**config.mk**
```make
export PLATFORM = sky130hd
export DESIGN_NAME = display_scan_controller
export DESIGN_NICKNAME = d
export VERILOG_FILES = /design/src/rtl/display_scan_controller.sv
export SDC_FILE = /design/constraint.sdc
export NUM_CORES = 1
export LEC_CHECK = 0
export CORE_MARGIN = 2
export CORE_UTILIZATION = 55
export CTS_BUF_LIST = sky130_fd_sc_hd__clkbuf_8
export CTS_CLUSTER_DIAMETER = 80
export DETAILED_ROUTE_END_ITERATION = 8
export GPL_TIMING_DRIVEN = 0
export PLACE_DENSITY = 0.84
export SYNTH_ARGS = -nofsm -noshare
export SYNTH_HDL_FRONTEND = slang
export SYNTH_SLANG_ARGS = --single-unit
export TNS_END_PERCENT = 20
```
**constraint.sdc**
```tcl
create_clock -name clk -period 2.94 [get_ports clk]
set_input_delay 0.882 -clock clk [delete_from_list [all_inputs] [get_ports clk]]
set_output_delay 0.882 -clock clk [all_outputs]
set_load 0.005 [all_outputs]
```
**src/rtl/display_scan_controller.sv**
```systemverilog
// rtl/display_scan_controller.sv - three-digit seven-segment scan driver with frame-synchronous result update
// Outputs are registered from next-state values, so each cycle's seg/an match that cycle's slot position.
module display_scan_controller #(
  parameter int N            = 5,
  parameter int DIV          = 50000,
  parameter int BLINK_FRAMES = 64
) (
  input  logic         clk,
  input  logic         rst,
  input  logic         load,
  input  logic [N-1:0] num,
  input  logic         negative,
  input  logic         overflow,
  output logic [6:0]   seg,
  output logic [2:0]   an,
  output logic         pending,
  output logic         frame_tick
);

  localparam int PW = $clog2(DIV);
  localparam int BW = $clog2(BLINK_FRAMES);

  localparam logic [1:0] SLOT_UNITS = 2'd0;
  localparam logic [1:0] SLOT_TENS  = 2'd1;
  localparam logic [1:0] SLOT_SIGN  = 2'd2;

  localparam logic [6:0] SEG_BLANK = 7'b1111111;
  localparam logic [6:0] SEG_DASH  = 7'b0111111;

  function automatic logic [6:0] digit_code(input logic [3:0] d);
    case (d)
      4'd0:    digit_code = 7'b1000000;
      4'd1:    digit_code = 7'b1111001;
      4'd2:    digit_code = 7'b0100100;
      4'd3:    digit_code = 7'b0110000;
      4'd4:    digit_code = 7'b0011001;
      4'd5:    digit_code = 7'b0010010;
      4'd6:    digit_code = 7'b0000010;
      4'd7:    digit_code = 7'b1111000;
      4'd8:    digit_code = 7'b0000000;
      4'd9:    digit_code = 7'b0010000;
      default: digit_code = SEG_BLANK;
    endcase
  endfunction

  logic [PW-1:0] presc, presc_next;
  logic [1:0]    slot, slot_next;
  logic          tc, boundary;

  logic [N-1:0]  shd_mag, act_mag, load_mag;
  logic          shd_neg, shd_ovf, act_neg, act_ovf;
  logic [BW-1:0] blink_cnt;

  logic [7:0]    mag_ext;
  logic [3:0]    tens_d, units_d;
  logic          too_big, blink_off, tick_d;
  logic [6:0]    seg_d;
  logic [2:0]    an_d;

  // Shadow stores the magnitude directly; the sign flag is kept separately for the sign digit.
  assign load_mag = negative ? (~num + 1'b1) : num;

  always_comb begin
    tc         = (presc == PW'(DIV - 1));
    boundary   = tc && (slot == SLOT_SIGN);
    presc_next = tc ? '0 : presc + 1'b1;
    slot_next  = slot;
    if (tc) begin
      case (slot)
        SLOT_UNITS: slot_next = SLOT_TENS;
        SLOT_TENS:  slot_next = SLOT_SIGN;
        default:    slot_next = SLOT_UNITS;
      endcase
    end
  end

  // Active registers and blink counter only change on edges that enter a blank gap cycle,
  // so using their current values for the next cycle's outputs is safe.
  always_comb begin
    mag_ext   = 8'(act_mag);
    tens_d    = 4'(mag_ext / 8'd10);
    units_d   = 4'(mag_ext % 8'd10);
    too_big   = (mag_ext > 8'd99);
    blink_off = act_ovf && (blink_cnt >= BW'(BLINK_FRAMES / 2));
    tick_d    = (presc_next == PW'(DIV - 1)) && (slot_next == SLOT_SIGN);
    seg_d     = SEG_BLANK;
    an_d      = 3'b111;
    if ((presc_next != '0) && !blink_off) begin
      case (slot_next)
        SLOT_UNITS: begin
          an_d  = 3'b110;
          seg_d = too_big ? SEG_DASH : digit_code(units_d);
        end
        SLOT_TENS: begin
          if (too_big) begin
            an_d  = 3'b101;
            seg_d = SEG_DASH;
          end else if (tens_d != 4'd0) begin
            an_d  = 3'b101;
            seg_d = digit_code(tens_d);
          end
        end
        SLOT_SIGN: begin
          if (act_neg && (act_mag != '0)) begin
            an_d  = 3'b011;
            seg_d = SEG_DASH;
          end
        end
        default: ;
      endcase
    end
  end

  always_ff @(posedge clk) begin
    if (rst) begin
      presc      <= '0;
      slot       <= SLOT_UNITS;
      seg        <= SEG_BLANK;
      an         <= 3'b111;
      frame_tick <= 1'b0;
      pending    <= 1'b0;
      blink_cnt  <= '0;
      shd_mag    <= '0;
      shd_neg    <= 1'b0;
      shd_ovf    <= 1'b0;
      act_mag    <= '0;
      act_neg    <= 1'b0;
      act_ovf    <= 1'b0;
    end else begin
      presc      <= presc_next;
      slot       <= slot_next;
      seg        <= seg_d;
      an         <= an_d;
      frame_tick <= tick_d;
      if (load) begin
        shd_mag <= load_mag;
        shd_neg <= negative;
        shd_ovf <= overflow;
      end
      if (boundary) begin
        if (pending) begin
          act_mag   <= shd_mag;
          act_neg   <= shd_neg;
          act_ovf   <= shd_ovf;
          blink_cnt <= '0;
        end else begin
          blink_cnt <= (blink_cnt == BW'(BLINK_FRAMES - 1)) ? '0 : blink_cnt + 1'b1;
        end
      end
      if (load) begin
        pending <= 1'b1;
      end else if (boundary) begin
        pending <= 1'b0;
      end
    end
  end

endmodule

```
==> results of run 1 <==
[cell type report]
cell class	count	area, um^2	share of cell area, %
multi-input combinational	241	1598	50.69
sequential	50	1001	31.76
timing repair buffer	23	222.7	7.066
buffer	20	111.4	3.533
tap	67	83.83	2.660
clock buffer	5	68.82	2.183
inverter	15	56.30	1.786
clock inverter	2	10.01	0.3176
[layout by cell type (no fill, tap or decap), drive strengths merged, types with 9 or more instances in the layout]
master,n
buf,13
nor2,49
clkbuf,15
inv,15
nand4,14
clkdlybuf4s50,20
ha,16
xnor2,11
nand2,27
dfxtp,50
xor2,13
a21oi,13
nand3,9
mux2i,12
[power groups by stage]
stage | registers (mW) | clock network (mW) | logic, mW
global placement | 0.720 | 0 | 0.0777
CTS | 0.705 | 0.388 | 0.0801
detailed placement | 0.720 | 0 | 0.0797
finish | 0.704 | 0.378 | 0.0789
global route | 0.707 | 0.415 | 0.0905
floorplan | 0.719 | 0 | 0.0432
[per-layer routing]
layer | vias to the layer above | part of all wire, % | global-route usage (%)
met4 | 0 | 0.95 | 5.952
li1 | 1179 | - | -
met3 | 5 | 3.5 | 4.819
met2 | 40 | 47 | 34.50
met5 | - | 0 | 0
met1 | 1053 | 49 | 28.56
[flip-flops by register name, indices dropped and copies added (netlist names)]
name / count
shd_ovf: 1
blink_cnt: 6
seg: 7
presc: 16
act_mag: 5
pending: 1
an: 3
frame_tick: 1
slot: 2
shd_neg: 1
act_ovf: 1
shd_mag: 5
act_neg: 1
[synth_stat cells (all sizes together) (3+ instances only)]
| master | instances | area share, % |
|---|---|---|
| xnor2 | 11 | 3.5 |
| a311oi | 3 | 0.95 |
| nor2b | 7 | 1.6 |
| o21ai | 7 | 1.3 |
| buf | 10 | 2.7 |
| xor2 | 13 | 4.1 |
| nand2 | 27 | 3.7 |
| and2 | 3 | 0.73 |
| clkbuf | 10 | 1.4 |
| nand2b | 6 | 1.4 |
| mux2i | 12 | 4.4 |
| dfxtp | 50 | 36 |
| nand4 | 14 | 3.9 |
| nor3 | 7 | 1.3 |
| and4 | 5 | 1.6 |
| and3 | 5 | 1.1 |
| nand3 | 9 | 1.6 |
| a21oi | 13 | 2.4 |
| nor4bb | 4 | 1.5 |
| inv | 15 | 2.0 |
| ha | 16 | 7.3 |
| a211oi | 5 | 1.4 |
| nor2 | 49 | 6.7 |
[kinds of logic after synthesis]
family                     synth area share [%]
DFF                                       36.28
AOI/OAI and AO/OA                         9.842
xor gates and xnor gates                  7.619
and+or+nand+nor                           28.57
muxes                                     4.354
buffers and inverters                     6.077
adders and majority gates                 7.256
[metrics by stage]
step / cells / worst slack, ns / utilization, % / setup TNS [ns] / instance area (um^2)
6_report: 423 / 0.3128 / 65.86 / 0 / 3152
5_1_grt: 423 / 0.02715 / 65.86 / 0 / 3152
4_1_cts: 420 / -0.03754 / 65.39 / -0.03754 / 3129
3_5_place_dp: 413 / -0.04180 / 63.58 / -0.1107 / 3043
3_3_place_gp: 413 / 0.05336 / 63.58 / 0 / 3043
2_1_floorplan: 326 / 0.4318 / - / 0 / 2759
[critical path, stage by stage (launching register included)]
cell      delay (ns)
dfxtp_1         0.43
ha_1            0.25
and3_1          0.23
nand4_1         0.12
buf_4           0.19
nor3b_1         0.23
a21oi_2         0.10
ha_1            0.24
and2_1          0.15
clkbuf_1        0.15
a221oi_1        0.31
nand3_1         0.11
[worst max path at each step]
stage | startpoint | to | slack [ns] | cells past startpoint
floorplan | presc[0] | seg[1] | 0.43 | 10
global placement | presc[0] | seg[2] | 0.05 | 10
detailed placement | presc[0] | seg[2] | -0.04 | 10
CTS | presc[0] | seg[4] | -0.04 | 10
global route | presc[0] | seg[4] | 0.03 | 11
finish | presc[0] | seg[4] | 0.31 | 11
[repair_timing]
action	CTS	global route
setup endpoints to repair	6	10
pin swaps	0	0
gates resized for setup	2	0
buffers inserted	0	3
==> out/metrics.yaml, run 1 <==
status:
  status: "complete, no violations"
critical_path:
  cp-start-kind: "register"
  cp-end-kind: "register"
  r2r_slack_ns: 0.31
  arrival_ns: 2.81
  crit_fanout: 7
  reg2regPathDepth: 11
  criticalPathCategory: "reg -> reg"
  timing.rr.end: "seg[4]"
  cp.required_ns: 3.12
  reg2reg_from: "presc[0]"
synth:
  synth_seq_area_share_pct: 36.28
  yosys_warnings: 0
  async_flop_share_pct: 0
  synth_edf_count: 0
  synth.distinct_cells: 46
  ys_ff_latch: 50
  synth_nets: 352
  postSynthCellCount: 326
  synth_area_um2: 2759
  syn_avg_cell_area_um2: 8.463
  synthFlopType: "dfxtp_1"
route:
  drc: 0
  drt_iter0_drc: 182
  totalWireLength_mm: 5.166
  dr.pass1.iters: 4
  vias: 2277
  avgRoutedWirePerCell_um: 12.21
  final_antenna_net_count: 0
  vias_per_cell: 5.383
timing:
  setup_viol: 0
  finalHoldViolCount: 0
  rsz0062_at_grt: "no"
  post-route-period-util_pct: 89.36
  hold_ws_ns: 0.4901
  max_slew_margin_pct: 64.83
  slew_viol_final: 0
  finalCriticalPeriod_ns: 2.627
  max_slew.worst_pin.slew_ns: 0.5239
  max_freq_mhz: 380.6
  fin_worst_skew_ns: 0.008689
floorplan:
  die_h_um: 74.83
  rows: 25
  die_area_um2: 5599
  die_x_um: 74.83
  ios: 22
  start_util_pct: 57.65
  core_area_um2: 4786
clock_tree:
  holdBufCountCts: 0
  clk_latency_ns: 0.31
  numCtsBuffers: 5
  htree_levels: 2
  tritoncts: "built"
  clockBufferDepth: 2
  path_clk_slew_ns: 0.08
  cts_num_sinks: 50
  root_buffer: "clkbuf_8"
power:
  p_per_area_nw_per_um2: 368.5
  power_frac_seq_pct: 60.7
  power_mw: 1.161
  power_frac_comb_pct: 6.8
  swShare_pct: 22.92
  power_switching_mw: 0.2662
  intPower_mw: 0.8952
  leakagePower_nw: 1.314
  vdd_drop_max_mv: 0.2232
  p_clk_share_pct: 32.6
cells_and_area:
  area_growth_pct: 14.24
  antenna_cells: 0
  drive_above_1_share_pct: 7.584
  nFillCells: 419
  nets: 382
global_routing:
  first_global_vias: 2078
  antenna_found_initial: 0
  grt_max_degree: 15
  grt_remaining_overflow: 0
  grt_pass1_wl_mm: 9.328
  grt.total_usage_pct: 21.28
place:
  hpwlAfterDp_mm: 3.829
  finalWeightedCongestion: 0.8891
  portBuffers: 20
hold_path:
  hold_start: "shd_mag[2]"
  holdPathStages: 2
  hold_class: "reg -> reg"
  min_to: "shd_mag[2]"
flow_run:
  drv_cap: 0
(Power assumes the default switching activity.)
==> run 2: changes to the inputs <==
--- a/config.mk
+++ b/config.mk
@@ -12,7 +12,8 @@
 export DETAILED_ROUTE_END_ITERATION = 8
 export GPL_TIMING_DRIVEN = 0
 export PLACE_DENSITY = 0.84
+export SKIP_CTS_REPAIR_TIMING = 1
 export SYNTH_ARGS = -nofsm -noshare
 export SYNTH_HDL_FRONTEND = slang
 export SYNTH_SLANG_ARGS = --single-unit
-export TNS_END_PERCENT = 20
+export TNS_END_PERCENT = 1
==> results of run 2 <==
Same layout as run 1: the final DEF is identical, and so are final timing and power.
Among the figures that moved: wire length of the first global-routing pass 9328 um -> 9315 um; via count of the first global-routing pass 2078 -> 2076; overall routing resource usage 21.28% -> 21.25%; met1 usage 28.56% -> 28.48%
==> run 3: changes to the inputs <==
--- a/config.mk
+++ b/config.mk
@@ -6,12 +6,12 @@
 export NUM_CORES = 1
 export LEC_CHECK = 0
 export CORE_MARGIN = 2
-export CORE_UTILIZATION = 55
+export CORE_UTILIZATION = 40
 export CTS_BUF_LIST = sky130_fd_sc_hd__clkbuf_8
 export CTS_CLUSTER_DIAMETER = 80
 export DETAILED_ROUTE_END_ITERATION = 8
 export GPL_TIMING_DRIVEN = 0
-export PLACE_DENSITY = 0.84
+export PLACE_DENSITY = 0.66
 export SKIP_CTS_REPAIR_TIMING = 1
 export SYNTH_ARGS = -nofsm -noshare
 export SYNTH_HDL_FRONTEND = slang
==> run 3 against run 2 <==
Effect of this change: first-iteration DRC count decreased by 37%; clock skew rose by 0.00079 ns; maximum frequency fell by 0.68%; non-clock buffer count unchanged; setup slack worse by 0.018 ns; sequential power hardly changed; combinational power about the same; register-to-register slack worse by 0.02 ns; die area is 35% higher; final area up 0.99%; clock power increased by 8.5%; largest power group unchanged.
==> out/metrics.yaml, run 3 (synthesis results as in run 1) <==
cells_and_area:
  layout_common_cells: "50 x dfxtp_1, 49 x nor2_1, 27 x nand2_1, 20 x clkdlybuf4s50_1, 16 x ha_1"
  final_core_util_pct: 47.37
  regMostFlops: "presc"
  area_growth_pct: 15.37
  antenna_cells: 0
  nets: 382
  nFillCells: 683
  seq_area_um2: 1001
  fin_area_um2: 3183
  layout_commonest_cell: "dfxtp_1"
  drive_above_1_share_pct: 7.843
  reg.largest.list: "presc: 16 flops, seg: 7 flops, blink_cnt: 6 flops"
  multi_input_area_um2: 1598
  largest_register_ffs: 16
  stdcell_count: 437
route:
  totalWireLength_mm: 5.335
  avgRoutedWirePerCell_um: 12.21
  vias: 2254
  dr.pass1.iters: 4
  final_antenna_net_count: 0
  drt_iter0_drc: 115
  drc: 0
  vias_per_cell: 5.158
power:
  p_clk_share_pct: 34.3
  power_switching_mw: 0.2857
  swShare_pct: 23.95
  vdd_drop_max_mv: 0.2314
  intPower_mw: 0.9073
  power_mw: 1.193
  power_frac_seq_pct: 59.1
  leakagePower_nw: 1.315
  power_frac_comb_pct: 6.6
  p_per_area_nw_per_um2: 374.8
clock_tree:
  clockBufferDepth: 2
  cts_num_sinks: 50
  htree_levels: 2
  path_clk_slew_ns: 0.10
  clk_latency_ns: 0.30
  tritoncts: "built"
  numCtsBuffers: 5
  root_buffer: "clkbuf_8"
timing:
  slew_viol_final: 0
  setup_ws_ns: 0.2950
  setup_viol: 0
  finalHoldViolCount: 0
  fin_worst_skew_ns: 0.009476
  finalCriticalPeriod_ns: 2.645
  max_slew.worst_pin.slew_ns: 0.5678
  max_slew_margin_pct: 61.89
  max_freq_mhz: 378.1
  post-route-period-util_pct: 89.97
  hold_ws_ns: 0.4904
  fin_setup_tns_ns: 0
  rsz0062_at_grt: "no"
floorplan:
  start_util_pct: 41.06
  die_area_um2: 7578
  core_area_um2: 6719
  die_h_um: 87.05
  rows: 30
  die_x_um: 87.05
  ios: 22
global_routing:
  first_global_vias: 2029
  grt_pass1_wl_mm: 9.080
  grt.total_usage_pct: 14.76
  antenna_found_initial: 0
  grt_remaining_overflow: 0
  grt_max_degree: 18
place:
  portBuffers: 20
  hpwlAfterDp_mm: 4.059
  place_inst: 426
  post-place-ws_ns: -0.09437
  place_area_um2: 3059
  finalWeightedCongestion: 0.8184
hold_path:
  hold_class: "reg -> reg"
critical_path:
  arrival_ns: 2.83
  cp.required_ns: 3.12
  crit_fanout: 7
  criticalPathCategory: "reg -> reg"
  cp-end-kind: "register"
  cp-start-kind: "register"
  r2r_slack_ns: 0.29
status:
  status: "complete, no violations"
flow_run:
  drv_cap: 0
-- run 3: cell count changes in the layout (fill, tap and decap cells not counted), sizes merged --
| cell | change |
|---|---|
| inv | +1 |
| clkinv | -1 |
| clkinvlp | +1 |
-- run 3: critical path, cell delays in order, from the launching register on --
cell and delay [ns]:
dfxtp_1 0.44, ha_1 0.25, and3_1 0.24, nand4_1 0.11, buf_4 0.19, nor3b_1 0.25, a21oi_2 0.11, ha_1 0.24
and2_1 0.15, clkbuf_1 0.15, a221oi_1 0.30, nand3_1 0.11
-- run 3: final timing paths --
kind	from	end	depth (start not counted)
setup / recovery	presc[0]	seg[4]	11
hold / removal	shd_mag[1]	shd_mag[1]	2
setup reg to reg	presc[0]	seg[4]	11
hold reg to reg	shd_mag[1]	shd_mag[1]	2
-- run 3: power by group through the flow --
stage               Sequential, mW  Combinational, mW  Clock, mW
finish                       0.704             0.0788      0.410
floorplan                    0.719             0.0432          0
detailed placement           0.721             0.0802          0
CTS                          0.705             0.0804      0.428
global route                 0.707             0.0878      0.457
global placement             0.720             0.0791          0
-- run 3: final cells by class --
cell class / count / share of cell area (%)
buffer: 20 / 3.498
clock buffer: 5 / 2.162
clock inverter: 3 / 0.7862
inverter: 15 / 1.769
multi-input combinational: 241 / 50.20
sequential: 50 / 31.45
tap: 80 / 3.145
timing repair buffer: 23 / 6.997
-- run 3: layer usage --
layer	vias up	share of wire [%]	GRT usage (%)	routed length [um]
li1	1176	-	-	-
met1	1023	48	19.63	2540
met2	46	46	24.22	2429
met3	9	5.1	2.464	270
met4	0	1.8	4.972	95
met5	-	0	0	0
